===== src/rtl/gpio_pixel_capture_pkg.sv =====
// Shared types for the GPIO pixel capture block: channel geometry, pixel type, FSM states.
package gpio_capture_pkg;
  localparam int CH_W   = 8;
  localparam int DATA_W = 128;
  localparam int LANES  = DATA_W / CH_W;
  localparam int CNT_W  = 16;

  typedef logic [3*CH_W-1:0] pixel_t;
  typedef enum logic [1:0] {S_RUN, S_FLUSH, S_DONE} state_t;
endpackage


===== src/rtl/gpio_pixel_capture_if.sv =====
// GPIO word input plus pixel stream output. The master side is the processor/sink,
// and the slave side is the capture block.
interface gpio_pixel_capture_if #(
  parameter int DATA_W = 128,
  parameter int CNT_W  = 16
);
  logic [DATA_W-1:0] GPIO;
  logic              GPIOEnR, GPIOEnG, GPIOEnB, GPIOEn;
  logic              pix_valid, pix_ready;
  logic [23:0]       pix_data;
  logic              frame_done;
  logic [CNT_W-1:0]  frame_cnt;
  logic              err_ovf, err_partial;

  modport master (
    output GPIO, GPIOEnR, GPIOEnG, GPIOEnB, GPIOEn, pix_ready,
    input  pix_valid, pix_data, frame_done, frame_cnt, err_ovf, err_partial
  );
  modport slave (
    input  GPIO, GPIOEnR, GPIOEnG, GPIOEnB, GPIOEn, pix_ready,
    output pix_valid, pix_data, frame_done, frame_cnt, err_ovf, err_partial
  );
endinterface


===== src/rtl/gpio_pixel_capture_edge_detect.sv =====
// Registered rising-edge detector: a level held high yields a single-cycle rise.
module gpio_edge_detect #(
  parameter int W = 4
) (
  input  logic         clk,
  input  logic         rst,
  input  logic [W-1:0] lvl,
  output logic [W-1:0] rise
);
  logic [W-1:0] lvl_q;

  always_ff @(posedge clk) begin
    if (rst) lvl_q <= '0;
    else     lvl_q <= lvl;
  end

  assign rise = lvl & ~lvl_q;
endmodule


===== src/rtl/gpio_pixel_capture.sv =====
// Stages R/G/B GPIO words, merges them into 16 RGB888 pixels and streams them out;
// a GPIOEn edge flushes the frame.
module gpio_pixel_capture
  import gpio_capture_pkg::*;
#(
  parameter int DATA_W = 128,
  parameter int CH_W   = 8,
  parameter int CNT_W  = 16
) (
  input logic                  clk,
  input logic                  rst,
  gpio_pixel_capture_if.slave  bus
);
  localparam int LANES = DATA_W / CH_W;
  localparam int IDX_W = $clog2(LANES);
  typedef logic [LANES-1:0][CH_W-1:0] word_t;

  // channel index: 0=R 1=G 2=B, rise[3]=GPIOEn
  logic [3:0]       rise;
  word_t            gpio_w;
  word_t            stage_q [3];
  word_t            drain_q [3];
  logic [2:0]       staged;
  logic             drain_full;
  logic [IDX_W-1:0] idx;
  logic [CNT_W-1:0] frame_cnt;
  logic             err_ovf, err_partial;
  logic             accept, last, drain_free, commit, partial;
  state_t           st, st_nxt;

  gpio_edge_detect #(.W(4)) u_edge (
    .clk  (clk),
    .rst  (rst),
    .lvl  ({bus.GPIOEn, bus.GPIOEnB, bus.GPIOEnG, bus.GPIOEnR}),
    .rise (rise)
  );

  assign gpio_w     = bus.GPIO;
  assign accept     = drain_full & bus.pix_ready;
  assign last       = accept & (idx == IDX_W'(LANES-1));
  // The final accept frees the drain on the same edge, so the next set loads with no bubble.
  assign drain_free = ~drain_full | last;
  assign commit     = (&staged) & drain_free;
  assign partial    = (st == S_RUN) & rise[3] & (|staged) & ~(&staged);

  always_comb begin
    st_nxt = st;
    case (st)
      S_RUN:   if (rise[3]) st_nxt = S_FLUSH;
      // A complete set still staged must commit and drain before the frame closes.
      S_FLUSH: if (!drain_full && !(|staged)) st_nxt = S_DONE;
      S_DONE:  st_nxt = S_RUN;
      default: st_nxt = S_RUN;
    endcase
  end

  always_ff @(posedge clk) begin
    if (rst) begin
      st          <= S_RUN;
      staged      <= '0;
      drain_full  <= 1'b0;
      idx         <= '0;
      frame_cnt   <= '0;
      err_ovf     <= 1'b0;
      err_partial <= 1'b0;
    end else begin
      st <= st_nxt;
      for (int c = 0; c < 3; c++) begin
        if (commit) staged[c] <= 1'b0;
        if (rise[c]) begin
          if (st == S_RUN) begin
            if (staged[c] && !commit) err_ovf   <= 1'b1;
            else                      staged[c] <= 1'b1;
          end else if (st == S_FLUSH) begin
            err_ovf <= 1'b1;
          end
        end
      end
      if (partial) begin
        staged      <= '0;
        err_partial <= 1'b1;
      end
      if (accept) begin
        idx       <= idx + 1'b1;
        frame_cnt <= frame_cnt + 1'b1;
      end
      if (last) drain_full <= 1'b0;
      if (commit) begin
        idx        <= '0;
        drain_full <= 1'b1;
      end
      if (st == S_DONE) frame_cnt <= '0;
    end
  end

  // Data path carries no reset; the staged/drain_full flags qualify it.
  always_ff @(posedge clk) begin
    for (int c = 0; c < 3; c++) begin
      if (st == S_RUN && rise[c] && (!staged[c] || commit)) stage_q[c] <= gpio_w;
      if (commit) drain_q[c] <= stage_q[c];
    end
  end

  assign bus.pix_valid   = drain_full;
  assign bus.pix_data    = drain_full ? {drain_q[0][idx], drain_q[1][idx], drain_q[2][idx]} : '0;
  assign bus.frame_done  = (st == S_DONE);
  assign bus.frame_cnt   = frame_cnt;
  assign bus.err_ovf     = err_ovf;
  assign bus.err_partial = err_partial;
endmodule


===== src/flat_wrapper.sv =====
// flat-port wrapper written by rule: the top's interface ports become plain ports
module gpio_pixel_capture_flat import gpio_capture_pkg::*;
#(
  parameter int DATA_W = 128,
  parameter int CH_W   = 8,
  parameter int CNT_W  = 16
)
  (clk, rst, bus_GPIO, bus_GPIOEnR, bus_GPIOEnG, bus_GPIOEnB, bus_GPIOEn, bus_pix_ready, bus_pix_valid, bus_pix_data, bus_frame_done, bus_frame_cnt, bus_err_ovf, bus_err_partial);
  gpio_pixel_capture_if #(.DATA_W(DATA_W), .CNT_W(CNT_W)) bus_i ();
  input logic clk;
  input logic rst;
  input wire logic [$bits(bus_i.GPIO)-1:0] bus_GPIO;
  input wire logic [$bits(bus_i.GPIOEnR)-1:0] bus_GPIOEnR;
  input wire logic [$bits(bus_i.GPIOEnG)-1:0] bus_GPIOEnG;
  input wire logic [$bits(bus_i.GPIOEnB)-1:0] bus_GPIOEnB;
  input wire logic [$bits(bus_i.GPIOEn)-1:0] bus_GPIOEn;
  input wire logic [$bits(bus_i.pix_ready)-1:0] bus_pix_ready;
  output wire logic [$bits(bus_i.pix_valid)-1:0] bus_pix_valid;
  output wire logic [$bits(bus_i.pix_data)-1:0] bus_pix_data;
  output wire logic [$bits(bus_i.frame_done)-1:0] bus_frame_done;
  output wire logic [$bits(bus_i.frame_cnt)-1:0] bus_frame_cnt;
  output wire logic [$bits(bus_i.err_ovf)-1:0] bus_err_ovf;
  output wire logic [$bits(bus_i.err_partial)-1:0] bus_err_partial;
  assign bus_i.GPIO = bus_GPIO;
  assign bus_i.GPIOEnR = bus_GPIOEnR;
  assign bus_i.GPIOEnG = bus_GPIOEnG;
  assign bus_i.GPIOEnB = bus_GPIOEnB;
  assign bus_i.GPIOEn = bus_GPIOEn;
  assign bus_i.pix_ready = bus_pix_ready;
  assign bus_pix_valid = bus_i.pix_valid;
  assign bus_pix_data = bus_i.pix_data;
  assign bus_frame_done = bus_i.frame_done;
  assign bus_frame_cnt = bus_i.frame_cnt;
  assign bus_err_ovf = bus_i.err_ovf;
  assign bus_err_partial = bus_i.err_partial;
  gpio_pixel_capture #(.DATA_W(DATA_W), .CH_W(CH_W), .CNT_W(CNT_W)) u_core (.clk(clk), .rst(rst), .bus(bus_i));
endmodule

===== config.mk =====
export PLATFORM = sky130hd
export DESIGN_NAME = gpio_pixel_capture_flat
export DESIGN_NICKNAME = d
export VERILOG_FILES = /design/src/rtl/gpio_pixel_capture_pkg.sv /design/src/rtl/gpio_pixel_capture_if.sv /design/src/rtl/gpio_pixel_capture_edge_detect.sv /design/src/rtl/gpio_pixel_capture.sv /design/src/flat_wrapper.sv
export SDC_FILE = /design/constraint.sdc
export NUM_CORES = 1
export LEC_CHECK = 0
export ABC_AREA = 1
export BUFFER_PORTS_ARGS = -buffer_cell sky130_fd_sc_hd__buf_2
export CORE_MARGIN = 5
export CORE_UTILIZATION = 30
export DETAILED_ROUTE_END_ITERATION = 10
export HOLD_SLACK_MARGIN = 0.15
export PLACE_DENSITY = 0.56
export SYNTH_ARGS = -nofsm -noshare
export SYNTH_HDL_FRONTEND = slang
export SYNTH_SLANG_ARGS = --single-unit

===== constraint.sdc =====
create_clock -name clk -period 10.55 [get_ports clk]
set_input_delay 1.5825 -clock clk [delete_from_list [all_inputs] [get_ports clk]]
set_output_delay 1.5825 -clock clk [all_outputs]
set_load 0.01 [all_outputs]

### Word level (Yosys, flattened, before mapping)

Memory sizes are Yosys's and may differ from the RTL's.
Index checks and enable logic that the tools add are counted.

| word-level totals | value |
|---|---|
| bits in registers | 32 |
| bits in latches | 0 |
| RAM bits | 768 |
| ROM bits | 0 |
| bits of input ports | 135 |
| output and inout bits | 44 |
| logic and storage cells | 100 |
| memories | 2 |

| operators by class | value |
|---|---|
| add/sub/neg operators | 2 |
| multipliers | 0 |
| div/mod/pow operators | 0 |
| $lt $le $gt $ge | 1 |
| equal/unequal tests | 5 |
| shift operators | 0 |
| mux-type cells | 44 |
| bitwise gates (word level) | 11 |
| reductions and logical operators | 27 |

Memories:

| memory | depth | bits a word | rd ports | clocked after Yosys merged registers in | wr ports | RTL line | text |
|---|---|---|---|---|---|---|---|
| u_core.drain_q | 3 | 128 | 3 | 0 | 3 | gpio_pixel_capture.sv:22 | `word_t drain_q [3];` |
| u_core.stage_q | 3 | 128 | 3 | 0 | 3 | gpio_pixel_capture.sv:21 | `word_t stage_q [3];` |

Operator list:

| cell | count |
|---|---|
| $bmux 8 s4 | 3 |
| $mux 1 | 34 |
| $mux 24 | 1 |
| $mux 8 | 3 |
| $add 16x1->16 const B | 1 |
| $logic_and 1x1->1 | 10 |
| $and 1x1->1 | 6 |
| $logic_not 1->1 | 6 |
| $reduce_or 2->1 | 3 |
| $lt 4x5->1 const B | 1 |
| $add 4x1->4 const B | 1 |
| $and 4x4->4 | 1 |
| $eq 4x4->1 const B | 1 |
| $mux 2 | 2 |
| $ne 2x1->1 const B | 2 |
| $not 4->4 | 1 |
| $pmux 2 s2 | 1 |
| $logic_or 1x1->1 | 3 |
| $reduce_and 3->1 | 1 |
| $reduce_or 3->1 | 1 |
| $eq 2x1->1 const B | 1 |
| $eq 2x2->1 const B | 1 |
| $logic_not 2->1 | 1 |
| $not 1->1 | 2 |
| 3 further kinds | 3 |

### Depth between registers and ports, before layout

| logic depth | value |
|---|---|
| depth in word-level cells | 15 |
| depth in mapped cells | 10 |
| gate-level depth less buffers | 10 |

### By module

From an unflattened synthesis, not the netlist that was laid out.

| second synthesis, totals | value |
|---|---|
| cell total of the unflattened synthesis | 1725 |
| area total of the unflattened synthesis | 27985.6 um2 |

Modules (own cells, without submodules):

| module | times used | cells an instance | area an instance (um2) | seq. area each (um2) |
|---|---|---|---|---|
| gpio_pixel_capture | 1 | 1709 | 27860.5 | 23622.7 |
| gpio_edge_detect | 1 | 16 | 125.1 | 80.1 |

### Worst setup path before layout

OpenSTA, ideal clock, no wires.

| path | value |
|---|---|
| kind | input -> register |
| from | input port bus_pix_ready |
| to | memory u_core.drain_q[0][0] (netlist name) (enable) |
| setup time | 731 ps |
| data arrival time | 9387 ps |
| data required time | 9819 ps |
| setup slack | 432 ps |
| stages | 4 |
| path buffers | 0 |
| path through | nand3_1 -> o21bai_1 -> nand2_1 -> inv_1 |

RTL lines:

| item | RTL line | text |
|---|---|---|
| from (decl) | flat_wrapper.sv:17 | `input wire logic [$bits(bus_i.pix_ready)-1:0] bus_pix_ready;` |
| to (decl) | gpio_pixel_capture.sv:22 |  |

### Worst setup path after layout

| path | value |
|---|---|
| from | register u_core.idx[0] |
| to | output port bus_pix_data[5] |

| between the ends | value |
|---|---|
| word-level cells in the longest chain between the ends | 3 |

RTL lines:

| item | RTL line | text |
|---|---|---|
| from (decl) | gpio_pixel_capture.sv:25 | `logic [IDX_W-1:0] idx;` |
| from (signal assigned) | gpio_pixel_capture.sv:84 | `idx <= idx + 1'b1;` |
| $bmux 8 s4 | gpio_pixel_capture.sv:105 | `assign bus.pix_data = drain_full ? {drain_q[0][idx], drain_q[1][idx], drain_q[2][idx]} : '0;` |
| $mux 8 (not written as such) | gpio_pixel_capture.sv:105 |  |
| $mux 24 | gpio_pixel_capture.sv:105 |  |
| to (decl) | flat_wrapper.sv:19 | `output wire logic [$bits(bus_i.pix_data)-1:0] bus_pix_data;` |

Every way passes these cells. The select of a mux whose other input is x is not followed.

==> results.md <==
- Status: completed
- Syn Inst Count: 1748
- DRT antenna net count: 0
- Crit path arrival time: 3980 ps
- Slew @ Worst Pin: 1000 ps
- All-Layer GR Usage: 13.3%
- Worst IR Drop VDD: 0.113 mV
- Crit path kind: reg -> out
- Initial antenna violation count: 47
- RePlAce Congestion: 0.817
- Setup crit end kind: output pin
- Top Ports: 179
- Synth Area in Adders: 0.0891%
- Crit path required time: 8970 ps
- CTS tree: yes
- Max-cap violations: 0
- Initial core utilization: 30.1%
- Worst Path Max Fanout: 120
- Xor/xnor cell area share of the yosys netlist: 0.0936%
- Average size of a mapped cell: 16.1 sq um
- Number of setup buffers added after CTS: 0
- # rows: 112
- Compound-Gate Fraction of Synth Area: 6.80%
- Hold WC Path Type: reg -> reg
- Number of flops mapped to enable cells by yosys: 768
- Die Wd: 316 microns
- Unrepaired setup endpoints after global routing: no
- Main combinational cell family by area after synthesis: compound AO/OA/AOI/OAI gates
- Port bufs: 178
- Initial drt markers: 1389
- Final Slew Violations: 0
- Die Span Y: 316 microns
- Static leakage: 10.9 nW
- Core region area: 93200 sq um
- Clk pin slew, worst setup/hold paths: 70 ps
- Synthesis-to-finish area growth: 17.2%
- Setup TNS: 0 ps
- Core Util, Final: 35.3%
- Most area-hungry cell type in the Yosys netlist: edfxtp_1
- # DRC: 0
- Top cells by area, synth: edfxtp_1, nor2_1, o21ai_0, dfxtp_1, nand2_1
- Global-route wire length before repair: 97600 microns
- Final setup violating endpoints: 0
- CTS Buf Count: 78
- Synth Net Count: 1885
- Synth Cell Area: 28100 sq um
- Critical Path Source Type: register
- Share of layout cells above drive strength 1: 15.9%
- CTS Root Cell: clkbuf_16
- Sink Count: 800
- Final hold vios: 0
- Clock Latency Late Sink: 630 ps
- FF+latch count, synth: 800
- Post-DR vias/cell: 4.54
- Pin count of the biggest net entering global routing: 135
- Warnings from Yosys: 0
- Netlist cell types: 31
- Simple-gate area share of the yosys netlist: 6.52%
- Hold-fix buffers, CTS: 0
- Layout Nets: 2080
- Min cycle time layout: 5560 ps
- Post-synth top cells: edfxtp_1, nor2_1, o21ai_0, nand2_1, o21ai_1
- Routed WL: 68000 microns
- Final Skew: 21.6 ps
- Power Density: 200 nW/um^2
- First-pass DRT Iterations: 5
- Htree depth: 3
- PostCTS Resize Cnt: 0
- Post-synthesis sequential area ratio: 84.4%
- Period utilization: 52.7%
- Most frequent cell after synthesis: edfxtp_1
- Reg2Reg Depth: 6
- Mux share of post-synthesis cell area: 0%
- Die area: 99800 sq um
- Post-synth top area share: 82.1%
- Hpwl dp: 45100 microns
- Hold Path Stages: 0
- Vias: 14.9k
- Wirelength per Cell: 20.8 microns
- Clk buf depth: 3
- Slew margin rel.: 33.0%
- Total gr overflow: 0
- Commonest register cell after synthesis: edfxtp_1
- Vias in the first global route: 14.8k
- FFs w/ async S/R, synth: 0%
- Fmax: 0.180 GHz
==> report_power, final <==
group          switching [W]  leakage, nW  internal, W
Clock                0.00118         1.23      0.00155
Combinational       0.000134         2.32    0.0000340
Sequential         0.0000328         7.31      0.00365
Total                0.00134         10.9      0.00524
==> per-stage QoR <==
| step | instance area (sq um) | hold WS [ps] | power [W] | cells | setup WS (ps) |
|---|---|---|---|---|---|
| final | 32900 | 412 | 0.00658 | 3271 | 4990 |
| after global routing | 32900 | 416 | 0.00681 | 3259 | 4740 |
| after CTS | 32900 | 411 | 0.00665 | 3256 | 4930 |
| after detailed placement | 30300 | 405 | 0.00392 | 3117 | 5610 |
| after global placement | 30300 | 401 | 0.00391 | 3117 | 5570 |
| after floorplan | 28100 | 400 | 0.00385 | 1748 | 432 |
==> critical path: stages, from the launching register on <==
cell and delay (ps):
dfxtp_4 500, inv_6 700, buf_4 800, o21ai_0 210, o211ai_1 170, nand3_1 130, a31oi_1 540, buf_2 260
==> registers in the layout (all words and copies together) (netlist names) <==
| name | count |
|---|---|
| u_core.bus.err_ovf | 1 |
| u_core.bus.err_partial | 1 |
| u_core.bus.frame_cnt | 16 |
| u_core.bus.pix_valid | 1 |
| u_core.drain_q | 384 |
| u_core.idx | 4 |
| u_core.st | 2 |
| u_core.stage_q | 384 |
| u_core.staged | 3 |
| u_core.u_edge.lvl_q | 4 |
==> metal layers <==
metal  global-route usage, %  part of all wire (%)  vias up  wire length (microns)
met5                       0                  0.20        -                    135
met4                    3.98                   2.1       20                   1450
met3                    4.09                   8.3      120                   5670
met2                    21.3                    47      476                  32000
met1                    17.6                    42     7357                  28800
li1                        -                     -     6880                      -
==> final timing paths <==
check	start	to	slack, ps
max	u_core.idx[0]	bus_pix_data[5]	4990
min	u_core.stage_q[0][39]	u_core.drain_q[0][39]	410
max reg2reg	u_core.idx[1]	u_core.drain_q[0][279]	6490
min reg2reg	u_core.stage_q[0][39]	u_core.drain_q[0][39]	410
==> final cells by class <==
type | count | area [sq um]
Fill cell | 8781 | 60300
Antenna cell | 15 | 37.5
Inverter | 43 | 174
Clock buffer | 88 | 1990
Tap cell | 1254 | 1570
Multi-Input combinational cell | 825 | 3820
Timing Repair Buffer | 195 | 1040
Clock inverter | 51 | 561
Sequential cell | 800 | 23700
==> cells in the final DEF, fill, tap and decap left out, types with 18 or more instances in the layout <==
master and count:
a21oi_1 30, nand3_1 29, nand2_1 107, clkbuf_16 78
nor2_1 314, clkinv_1 18, o21ai_1 80, edfxtp_1 768
o21ai_0 171, a31oi_1 18, dfxtp_1 30, o211ai_1 48
inv_1 37, buf_2 178
==> cell families after synthesis <==
family | Yosys count
flops | 800
simple gates | 468
compound gates | 352
buf+inv | 123
xor+xnor | 3
fa+ha+maj | 2
Note: power is estimated with default switching activity, not from simulation.
